[config.mk]
export PLATFORM = sky130hd
export DESIGN_NAME = iob2axi_wr_split
export DESIGN_NICKNAME = d
export VERILOG_FILES = /design/src/rtl/iob2axi_pkg.sv /design/src/rtl/iob2axi_burst_len.sv /design/src/rtl/iob2axi_wr_split.sv
export SDC_FILE = /design/constraint.sdc
export NUM_CORES = 1
export LEC_CHECK = 0
export BUFFER_PORTS_ARGS = -buffer_cell sky130_fd_sc_hd__clkbuf_2
export CORE_ASPECT_RATIO = 0.7
export CORE_MARGIN = 4
export CORE_UTILIZATION = 47
export DETAILED_ROUTE_END_ITERATION = 8
export GPL_TIMING_DRIVEN = 0
export HOLD_SLACK_MARGIN = 0.15
export PLACE_DENSITY = 0.84
export SYNTH_ARGS = -nofsm -noshare
export SYNTH_HDL_FRONTEND = slang
export SYNTH_HIERARCHICAL = 1
export SYNTH_SLANG_ARGS = --single-unit
[constraint.sdc]
create_clock -name clk -period 4.37 [get_ports clk]
set_input_delay 0.874 -clock clk [delete_from_list [all_inputs] [get_ports clk]]
set_output_delay 0.874 -clock clk [all_outputs]
set_load 0.01 [all_outputs]
[src/rtl/iob2axi_pkg.sv]
// Shared AXI4 field widths, fixed encodings and FSM state type for the IOb-to-AXI bridges.
// Latency: n/a (declarations only).
// Backpressure: n/a.
package iob2axi_pkg;

   // AXI4 field widths
   localparam int AXI_LEN_W   = 8;
   localparam int AXI_SIZE_W  = 3;
   localparam int AXI_BURST_W = 2;
   localparam int AXI_LOCK_W  = 1;
   localparam int AXI_CACHE_W = 4;
   localparam int AXI_PROT_W  = 3;
   localparam int AXI_QOS_W   = 4;
   localparam int AXI_RESP_W  = 2;
   localparam int AXI_ID_W    = 1;

   // Burst type encodings
   localparam logic [AXI_BURST_W-1:0] AXI_BURST_FIXED = 2'b00;
   localparam logic [AXI_BURST_W-1:0] AXI_BURST_INCR  = 2'b01;
   localparam logic [AXI_BURST_W-1:0] AXI_BURST_WRAP  = 2'b10;

   // Cache / protection attributes driven on every burst
   localparam logic [AXI_CACHE_W-1:0] AXI_CACHE_MODIFIABLE = 4'b0010;
   localparam logic [AXI_PROT_W-1:0]  AXI_PROT_NONSECURE   = 3'b010;

   localparam logic [AXI_RESP_W-1:0]  AXI_RESP_OKAY = 2'b00;

   // Burst length in beats (1..256) needs one bit more than awlen
   localparam int BLEN_W = AXI_LEN_W + 1;

   typedef enum logic [2:0] {
      ST_IDLE,
      ST_CALC,
      ST_ADDR,
      ST_DATA,
      ST_RESP
   } state_t;

endpackage

[src/rtl/iob2axi_burst_len.sv]
// Next burst length: min(remaining, MAX_BURST, beats left before the next 4 KB boundary).
// Latency: purely combinational.
// Backpressure: none; caller registers the result.
module iob2axi_burst_len
   import iob2axi_pkg::*;
#(
   parameter int DATA_W    = 32,
   parameter int TLEN_W    = 16,
   parameter int MAX_BURST = 256
) (
   input  logic [11:0]       addr_lo,
   input  logic [TLEN_W-1:0] remaining,
   output logic [BLEN_W-1:0] blen
);
   localparam int SHIFT = $clog2(DATA_W / 8);
   localparam int CW    = (TLEN_W > 13) ? TLEN_W : 13;

   logic [12:0]   bytes_to_4k;
   logic [12:0]   beats_to_4k;
   logic [12:0]   cap;
   logic [CW-1:0] rem_w;
   logic [CW-1:0] cap_w;

   // Clamp to the 4 KB page first, then to MAX_BURST, then to what is left
   always_comb begin
      bytes_to_4k = 13'h1000 - {1'b0, addr_lo};
      beats_to_4k = bytes_to_4k >> SHIFT;
      cap         = (beats_to_4k < 13'(MAX_BURST)) ? beats_to_4k : 13'(MAX_BURST);
      rem_w       = CW'(remaining);
      cap_w       = CW'(cap);
      blen        = (rem_w < cap_w) ? BLEN_W'(rem_w) : BLEN_W'(cap);
   end

endmodule

[src/rtl/iob2axi_wr_split.sv]
// Native-to-AXI4 write master: one command split into INCR bursts (<= MAX_BURST, never across 4 KB).
// Latency: start -> awvalid 2 cycles; bvalid -> done 1 cycle (last burst) or next awvalid 2 cycles.
// Backpressure: s_ready mirrors wready in DATA only; awaddr/awlen held until awready; one burst in flight.
module iob2axi_wr_split
   import iob2axi_pkg::*;
#(
   parameter int ADDR_W    = 32,
   parameter int DATA_W    = 32,
   parameter int TLEN_W    = 16,
   parameter int MAX_BURST = 256
) (
   input  logic                   clk,
   input  logic                   rst_n,
   input  logic                   start,
   input  logic [ADDR_W-1:0]      addr,
   input  logic [TLEN_W-1:0]      length,
   output logic                   busy,
   output logic                   done,
   output logic                   error,
   input  logic                   s_valid,
   input  logic [DATA_W-1:0]      s_wdata,
   input  logic [DATA_W/8-1:0]    s_wstrb,
   output logic                   s_ready,
   output logic [AXI_ID_W-1:0]    m_axi_awid,
   output logic [ADDR_W-1:0]      m_axi_awaddr,
   output logic [AXI_LEN_W-1:0]   m_axi_awlen,
   output logic [AXI_SIZE_W-1:0]  m_axi_awsize,
   output logic [AXI_BURST_W-1:0] m_axi_awburst,
   output logic [AXI_LOCK_W-1:0]  m_axi_awlock,
   output logic [AXI_CACHE_W-1:0] m_axi_awcache,
   output logic [AXI_PROT_W-1:0]  m_axi_awprot,
   output logic [AXI_QOS_W-1:0]   m_axi_awqos,
   output logic                   m_axi_awvalid,
   input  logic                   m_axi_awready,
   output logic [DATA_W-1:0]      m_axi_wdata,
   output logic [DATA_W/8-1:0]    m_axi_wstrb,
   output logic                   m_axi_wlast,
   output logic                   m_axi_wvalid,
   input  logic                   m_axi_wready,
   input  logic                   m_axi_bvalid,
   input  logic [AXI_RESP_W-1:0]  m_axi_bresp,
   output logic                   m_axi_bready
);
   localparam int SHIFT = $clog2(DATA_W / 8);

   state_t                state_q, state_d;
   logic [ADDR_W-1:0]     addr_q;
   logic [TLEN_W-1:0]     rem_q;
   logic [BLEN_W-1:0]     blen_q;
   logic [BLEN_W-1:0]     cnt_q;
   logic [BLEN_W-1:0]     blen_calc;
   logic [AXI_LEN_W-1:0]  awlen_q;
   logic                  error_q;
   logic                  done_q;
   logic                  last_beat;
   logic                  beat_hs;
   logic [ADDR_W-1:0]     addr_next;
   logic [TLEN_W-1:0]     rem_next;

   iob2axi_burst_len #(
      .DATA_W    (DATA_W),
      .TLEN_W    (TLEN_W),
      .MAX_BURST (MAX_BURST)
   ) u_burst_len (
      .addr_lo   (addr_q[11:0]),
      .remaining (rem_q),
      .blen      (blen_calc)
   );

   assign last_beat = (cnt_q == blen_q - BLEN_W'(1));
   assign beat_hs   = s_valid & m_axi_wready;
   // Address arithmetic wraps silently at 2^ADDR_W
   assign addr_next = addr_q + (ADDR_W'(blen_q) << SHIFT);
   assign rem_next  = rem_q - TLEN_W'(blen_q);

   // Fixed AXI attributes and data pass-through
   assign m_axi_awid    = '0;
   assign m_axi_awsize  = AXI_SIZE_W'(SHIFT);
   assign m_axi_awburst = AXI_BURST_INCR;
   assign m_axi_awlock  = '0;
   assign m_axi_awcache = AXI_CACHE_MODIFIABLE;
   assign m_axi_awprot  = AXI_PROT_NONSECURE;
   assign m_axi_awqos   = '0;
   assign m_axi_awaddr  = addr_q;
   assign m_axi_awlen   = awlen_q;
   assign m_axi_wdata   = s_wdata;
   assign m_axi_wstrb   = s_wstrb;
   assign done          = done_q;
   assign error         = error_q;

   // State register
   always_ff @(posedge clk or negedge rst_n) begin
      if (!rst_n) state_q <= ST_IDLE;
      else        state_q <= state_d;
   end

   // Next state and per-state handshake outputs
   always_comb begin
      state_d       = state_q;
      busy          = 1'b1;
      m_axi_awvalid = 1'b0;
      m_axi_wvalid  = 1'b0;
      m_axi_wlast   = 1'b0;
      s_ready       = 1'b0;
      m_axi_bready  = 1'b0;
      case (state_q)
         ST_IDLE: begin
            busy = 1'b0;
            if (start && (length != '0)) state_d = ST_CALC;
         end
         ST_CALC: state_d = ST_ADDR;
         ST_ADDR: begin
            m_axi_awvalid = 1'b1;
            if (m_axi_awready) state_d = ST_DATA;
         end
         ST_DATA: begin
            m_axi_wvalid = s_valid;
            s_ready      = m_axi_wready;
            m_axi_wlast  = last_beat;
            if (beat_hs && last_beat) state_d = ST_RESP;
         end
         ST_RESP: begin
            m_axi_bready = 1'b1;
            if (m_axi_bvalid) state_d = (rem_next == '0) ? ST_IDLE : ST_CALC;
         end
         default: state_d = ST_IDLE;
      endcase
   end

   // Transfer bookkeeping: address, remaining beats, burst length, beat count, status
   always_ff @(posedge clk or negedge rst_n) begin
      if (!rst_n) begin
         addr_q  <= '0;
         rem_q   <= '0;
         blen_q  <= '0;
         cnt_q   <= '0;
         awlen_q <= '0;
         error_q <= 1'b0;
         done_q  <= 1'b0;
      end else begin
         done_q <= 1'b0;
         case (state_q)
            ST_IDLE: begin
               if (start) begin
                  error_q <= 1'b0;
                  if (length == '0) begin
                     done_q <= 1'b1;
                  end else begin
                     addr_q <= addr;
                     rem_q  <= length;
                  end
               end
            end
            ST_CALC: begin
               blen_q  <= blen_calc;
               awlen_q <= AXI_LEN_W'(blen_calc - BLEN_W'(1));
               cnt_q   <= '0;
            end
            ST_DATA: begin
               if (beat_hs) cnt_q <= cnt_q + BLEN_W'(1);
            end
            ST_RESP: begin
               if (m_axi_bvalid) begin
                  error_q <= error_q | (m_axi_bresp != AXI_RESP_OKAY);
                  addr_q  <= addr_next;
                  rem_q   <= rem_next;
                  if (rem_next == '0) done_q <= 1'b1;
               end
            end
            default: ;
         endcase
      end
   end

endmodule

==> impl_metrics.toml, run 1 <==
[outcome]
outcome = "completed"

[finish]
diodes = 0
drive_above_1_share_pct = 28.28
final_common_cell = "clkbuf_2"
mostFrequentLayoutCells = "139 x clkbuf_2, 78 x dfrtp_1, 70 x nand2_1, 66 x buf_4, 58 x nor2_1"
final_area_sq_um = 7726
nNetsFinal = 1057
area.growth.synth_to_final_pct = 24.80
fillers = 1078

[power_and_ir_drop]
finalPower_mw = 4.255
peakVddDrop_mv = 0.2694
leakage_nw = 3.706
p_per_area_nw_per_um2 = 550.8

[floorplan]
chipHeight_um = 104.0
core_sq_um = 12630
die_x_um = 145.2
io_pins = 195
die_area_sq_um = 15100
num_rows = 34
start_util_pct = 49.00

[grt]
grt_util_all_layers_pct = 25.63
grt_max_degree = 44
antenna_found_initial = 0
grt_pass1_wl_um = 31790
grt_pass1_vias = 6058
grt-ovfl-total = 0

[routing]
via_per_inst = 6.017
ant_nets = 0
drt_iter0_drc = 766
drc = 0
dr.pass1.iters = 6
vias = 6613
wl_um = 20400
routedWlPerCell_um = 18.57

[worst_setup_path]
worstPathCellList = "or4_4, or4_4, nor2_4, nand3b_4, ha_4, a21oi_2, nand3_2, a221oi_2, a21oi_2, buf_6, buf_4, mux2i_4, inv_1, ha_2, or4bb_1, xor2_1, o21ai_1"
critical_path_class = "reg2reg"
cp.required_ns = 4.64
start_kind = "flip-flop"
critPathArrivalTime_ns = 4.54
cp_top_family = "simple AND/OR/NAND/NOR gates"
crit_buf_inv = 3
crit_slowest_cell = "or4_4"
end_kind = "flip-flop"
crit_path_max_fanout = 6
slowest_delay_ns = 0.59
rr_startpoint = "m_axi_awaddr[1]"
critPathLaunch = "m_axi_awaddr[1]"

[sta]
clock_skew_ns = 0.007405
tightestPinTransition_ns = 1.048
period_minus_slack_ns = 4.271
setup_viol = 0
finalCritPeriodShare_pct = 97.74
max_clock_freq_mhz = 234.1
relSlewSlack_pct = 29.96
hold_viol_final = 0
slew_violations = 0

[clock_network]
cts.clk_slew.worst_paths_ns = 0.06
holdBufCountCts = 0
cts_tree = "done"
clk_path_buf_depth = 2
cts_buffers = 9
clk_latency_ns = 0.35
ctsHtreeMaxLevel = 3
cts-root-buf = "clkbuf_16"
cts.sinks = 79

[logic_synthesis]
async_flop_share_pct = 100.0
synth_cell_types = 76
avgSynthCellArea_sq_um = 8.211
ys_seq_area_share_pct = 31.93
yosysWarningCount = 6
synth_edf_count = 0
ys_ff_latch = 79
netlist_area_sq_um = 6191
ys.flop_type = "dfrtp_1"
synthCells = 754

[placed_design]
placed_area_sq_um = 7194
dp.final_hpwl_um = 15310
io_buffer_count = 140
gp_congestion = 0.9398

[job]
maxCapViolCount = 0

[hold_path]
hp-start = "m_axi_awlen[6]"
min_path_type = "reg2reg"
## synthesized netlist by cell type (all sizes together), types with 8 or more instances
library cell / number / area (sq um)
a211oi: 11 / 82.58
a21oi: 50 / 254.0
a31oi: 13 / 81.33
and2: 8 / 50.05
and3: 12 / 75.07
buf: 62 / 454.2
clkbuf: 22 / 82.58
dfrtp: 79 / 1977
ha: 30 / 375.4
inv: 41 / 153.9
mux2i: 11 / 113.9
nand2: 72 / 275.3
nand3: 34 / 175.2
nand4: 11 / 68.82
nor2: 60 / 227.7
nor2b: 8 / 50.05
nor3: 18 / 90.09
nor4: 9 / 56.30
o21ai: 57 / 289.0
o311ai: 10 / 87.58
or3: 14 / 88.84
xnor2: 13 / 113.9
xor2: 18 / 157.7
## logic make-up after synthesis
| logic type | count (synthesis) | share of synthesized area (%) |
|---|---|---|
| and+or+nand+nor | 276 | 22.84 |
| AOI/OAI and AO/OA | 196 | 20.78 |
| buffers and inverters | 125 | 11.16 |
| DFF | 79 | 31.93 |
| adders and majority gates | 32 | 6.710 |
| xor gates and xnor gates | 31 | 4.386 |
| muxes | 12 | 2.021 |
| other | 3 | 0.1819 |
## registers in the layout (all words and copies together), names as in the netlist
name / flops
blen_q: 9
cnt_q: 9
done: 1
error: 1
m_axi_awaddr: 32
m_axi_awlen: 8
rem_q: 16
state_q: 3
## area by class of cell
type	instances	area [sq um]	share of cell area [%]
flip-flops and latches	79	1978	25.60
well taps	162	202.7	2.623
clock buffers	9	225.2	2.915
repair buffers	152	813.3	10.53
plain buffers	83	531.8	6.883
clock inverters	7	121.4	1.571
inverters	41	153.9	1.992
multi-input cells	566	3700	47.89
## worst paths after layout
kind / cells after the start / endpoint / slack, ns
max: 17 / m_axi_awlen[6] / 0.1
min: 2 / m_axi_awlen[6] / 0.49
max reg2reg: 17 / m_axi_awlen[6] / 0.1
min reg2reg: 2 / m_axi_awlen[6] / 0.49
max in group asynchronous: 2 / rem_q[7] / 3.22
min in group asynchronous: 1 / m_axi_awaddr[0] / 0.52
## power by group
| part | switching (mW) | internal, mW | leakage [nW] |
|---|---|---|---|
| combinational | 1.21 | 0.894 | 2.58 |
| clock | 0.322 | 0.560 | 0.170 |
| sequential | 0.329 | 0.943 | 0.957 |
| total | 1.86 | 2.40 | 3.71 |
## stage by stage
step	setup slack [ns]	util, %	cells	setup TNS (ns)	hold WS (ns)
after CTS	0.03662	60.37	1095	0	0.4908
after floorplan	0.05197	-	770	0	0.4793
after detailed placement	-0.2408	56.94	1073	-0.3350	0.4767
final	0.09882	61.15	1099	0	0.4889
after global routing	-0.06357	61.15	1099	-0.06357	0.5382
after global placement	-0.1624	56.70	1072	-0.1624	0.4653
## tightest hold or removal path, cell delays in order, from the launching register on
cell	delay (ns)
dfrtp_1	0.34
nand2_1	0.05
o21ai_1	0.06
## what timing repair did
item	in CTS	in global routing
endpoints found under the setup margin	3	2
gates resized for setup	8	11
pin swaps	5	12
buffers inserted	6	5
## metal layers
layer	up-vias	track usage, %	routed length (um)
met4	0	6.165	348
met1	3092	36.92	8466
met5	-	0	0
met2	459	38.09	8841
met3	45	7.317	2747
li1	3017	-	-
Note: power is estimated with default switching activity, not from simulation.
==> run 2, diff against run 1 <==
--- a/config.mk
+++ b/config.mk
@@ -8,12 +8,11 @@
 export BUFFER_PORTS_ARGS = -buffer_cell sky130_fd_sc_hd__clkbuf_2
 export CORE_ASPECT_RATIO = 0.7
 export CORE_MARGIN = 4
-export CORE_UTILIZATION = 47
+export CORE_UTILIZATION = 48
 export DETAILED_ROUTE_END_ITERATION = 8
 export GPL_TIMING_DRIVEN = 0
 export HOLD_SLACK_MARGIN = 0.15
-export PLACE_DENSITY = 0.84
+export PLACE_DENSITY = 0.86
 export SYNTH_ARGS = -nofsm -noshare
 export SYNTH_HDL_FRONTEND = slang
-export SYNTH_HIERARCHICAL = 1
 export SYNTH_SLANG_ARGS = --single-unit
==> constraint.sdc (replaced) <==
create_clock -name clk -period 4.37 [get_ports clk]
set_input_delay 1.0925 -clock clk [delete_from_list [all_inputs] [get_ports clk]]
set_output_delay 1.0925 -clock clk [all_outputs]
set_load 0.01 [all_outputs]
==> run 2 against run 1 <==
  * The run now ends with setup timing left
  * Maximum frequency shrank 4.9%
  * Clock skew grew 0.0055 ns
  * Final area grew 2.1%
  * Sequential cell count is the same
  * Area after synthesis grew 1.0%
  * Power grew 45%
  * Register-to-register slack lost 0.22 ns
  * Sequential share of layout area shrank 0.48 points
  * Clock power shrank 4.2%
  * Clock-buffer cell count grew 1
  * Sequential power grew 21%
==> impl_metrics.toml, run 2 <==
[clock_network]
cts.sinks = 79
cts-root-buf = "clkbuf_16"
cts_buffers = 9
clk_path_buf_depth = 2
holdBufCountCts = 0
cts.clk_slew.worst_paths_ns = 0.06
ctsHtreeMaxLevel = 3
cts_tree = "done"
clk_latency_ns = 0.35

[logic_synthesis]
avgSynthCellArea_sq_um = 7.956
synth_edf_count = 0
netlist_area_sq_um = 6253
async_flop_share_pct = 100.0
synthCells = 786
ys.flop_type = "dfrtp_1"
synth_top_cell_area_share_pct = 31.61
ys_seq_area_share_pct = 31.61
synth.most_common_cell = "nand2_1"
post-synth-top-area-cell = "dfrtp_1"
synth_commonest_cells = "104 x nand2_1, 79 x dfrtp_1, 64 x a21oi_1, 61 x nor2_1, 56 x buf_4"
yosysWarningCount = 0
synthTopCellsByArea = "dfrtp_1 32%, buf_4 6.7%, nand2_1 6.2%"
synth_cell_types = 69
ys_ff_latch = 79

[outcome]
violations = "setup timing"
outcome = "finished with violations"

[routing]
routedWlPerCell_um = 18.57
drc = 0
via_per_inst = 6.007
ant_nets = 0
dr.pass1.iters = 6
vias = 6860
drt_iter0_drc = 747
wl_um = 21210

[hold_path]
hp-start = "m_axi_awlen[0]"
hold_path_end = "m_axi_awlen[0]"
min_path_type = "reg2reg"
min_path_cells = 2

[grt]
grt_max_degree = 47
grt_pass1_wl_um = 32800
grt_util_all_layers_pct = 27.99
antenna_found_initial = 0
grt-ovfl-total = 0
grt_pass1_vias = 6300

[floorplan]
die_x_um = 144.4
start_util_pct = 49.66
num_rows = 34
chipHeight_um = 103.5
die_area_sq_um = 14950
io_pins = 195
core_sq_um = 12590

[sta]
fin_tns_setup_ns = -0.2323
hold_viol_final = 0
clock_skew_ns = 0.01288
layout_setup_ws_ns = -0.1201
grt_setup_unrepaired = "true"
slew_violations = 0
finalCritPeriodShare_pct = 102.7
tightestPinTransition_ns = 0.8580
setup_viol = 2
period_minus_slack_ns = 4.490
relSlewSlack_pct = 42.36
max_clock_freq_mhz = 222.7

[finish]
mostFrequentLayoutCells = "139 x clkbuf_2, 102 x nand2_1, 76 x dfrtp_1, 72 x buf_4, 63 x a21oi_1"
largest_reg_flops = 32
drive_above_1_share_pct = 27.96
nNetsFinal = 1100
fillers = 1107
area.growth.synth_to_final_pct = 26.09
diodes = 0
final_common_cell = "clkbuf_2"

[worst_setup_path]
critical_path_class = "reg2reg"
critPathArrivalTime_ns = 4.69
cp.required_ns = 4.57
reg2reg_slack_ns = -0.12
r2r-end = "m_axi_awlen[6]"
start_kind = "flip-flop"
rr_startpoint = "m_axi_awaddr[2]"
end_kind = "flip-flop"
reg2reg_depth = 20
crit_path_max_fanout = 4

[power_and_ir_drop]
finalPower_mw = 6.165
peakVddDrop_mv = 0.3351
p_per_area_nw_per_um2 = 781.9
leakage_nw = 3.645

[placed_design]
io_buffer_count = 140
gp_congestion = 0.9813
dp.final_hpwl_um = 15990

[job]
maxCapViolCount = 0
run 2: cell types whose count changed after synthesis, sizes merged, moves of 5 or more:
| cell | before | now |
|---|---|---|
| o311ai | 10 | 1 |
| nand2 | 72 | 104 |
| clkbuf | 22 | 27 |
| or2 | 2 | 7 |
| o22ai | 6 | 16 |
| inv | 41 | 31 |
| xnor2 | 13 | 19 |
| a21oi | 50 | 65 |
| nand3 | 34 | 20 |
run 2: cells by family after synthesis:
group                      share of synthesized area [%]
AOI/OAI and AO/OA                                  22.49
xor gates and xnor gates                           4.762
buffers and inverters                              10.58
and+or+nand+nor                                    22.15
adders and majority gates                          6.643
muxes                                              1.641
DFF                                                31.61
other                                             0.1201
run 2: worst max-delay path by stage:
stage | from | endpoint | depth (start not counted)
floorplan | m_axi_awaddr[1] | m_axi_awlen[6] | 21
global placement | m_axi_awaddr[2] | m_axi_awlen[6] | 21
detailed placement | m_axi_awaddr[2] | m_axi_awlen[6] | 21
CTS | m_axi_awaddr[2] | m_axi_awlen[6] | 22
global route | m_axi_awaddr[2] | m_axi_awlen[6] | 22
finish | m_axi_awaddr[2] | m_axi_awlen[6] | 20
run 2: through the flow:
step / utilization (%) / area (sq um) / std cells / setup slack, ns / hold slack [ns]
finish: 62.62 / 7885 / 1142 / -0.1201 / 0.4824
global route: 62.62 / 7885 / 1142 / -0.2875 / 0.5121
CTS: 62.02 / 7810 / 1138 / -0.1639 / 0.4856
detailed placement: 57.89 / 7289 / 1106 / -0.7908 / 0.4729
global placement: 57.65 / 7259 / 1105 / -0.7179 / 0.4626
floorplan: - / 6356 / 803 / -0.1135 / 0.5070
run 2: report_power, final:
part,internal (mW),total [mW],switching (mW)
Combinational,1.55,3.78,2.22
Sequential,1.05,1.54,0.490
Clock,0.519,0.845,0.326
run 2: timing repair:
item	in CTS	in global routing
setup endpoints to repair	7	9
pin swaps	12	13
hold endpoints to repair	0	0
setup buffers	17	5
gates resized for setup	15	10
run 2: area by class of cell:
| class | instances | area (sq um) | area share, % |
|---|---|---|---|
| buffer | 86 | 545.5 | 6.918 |
| clock buffer | 10 | 239.0 | 3.031 |
| clock inverter | 6 | 93.84 | 1.190 |
| inverter | 32 | 120.1 | 1.523 |
| multi-input combinational | 605 | 3800 | 48.19 |
| sequential | 79 | 1981 | 25.12 |
| tap | 162 | 202.7 | 2.571 |
| timing repair buffer | 162 | 903.4 | 11.46 |
run 2: critical path: stages (launching register included):
cell	delay, ns
dfrtp_2	0.42
or4_4	0.54
or3_4	0.35
or2_4	0.26
o21ai_4	0.17
inv_2	0.08
nand3_4	0.09
ha_4	0.19
o21a_1	0.16
o21a_1	0.19
a211oi_2	0.22
o21bai_2	0.12
a2111oi_4	0.31
buf_6	0.19
mux2i_4	0.27
ha_4	0.18
buf_6	0.11
nand3_1	0.08
xor2_1	0.18
o21ai_1	0.15
o21ai_1	0.08
run 2: layer usage:
layer,GRT usage (%),share of wire [%],up-vias,routed length (um)
li1,-,-,3125,-
met1,41.30,42,3200,8884
met2,40.23,42,477,8851
met3,7.996,14,58,3003
met4,7.312,2.2,0,465
met5,0,0,-,0
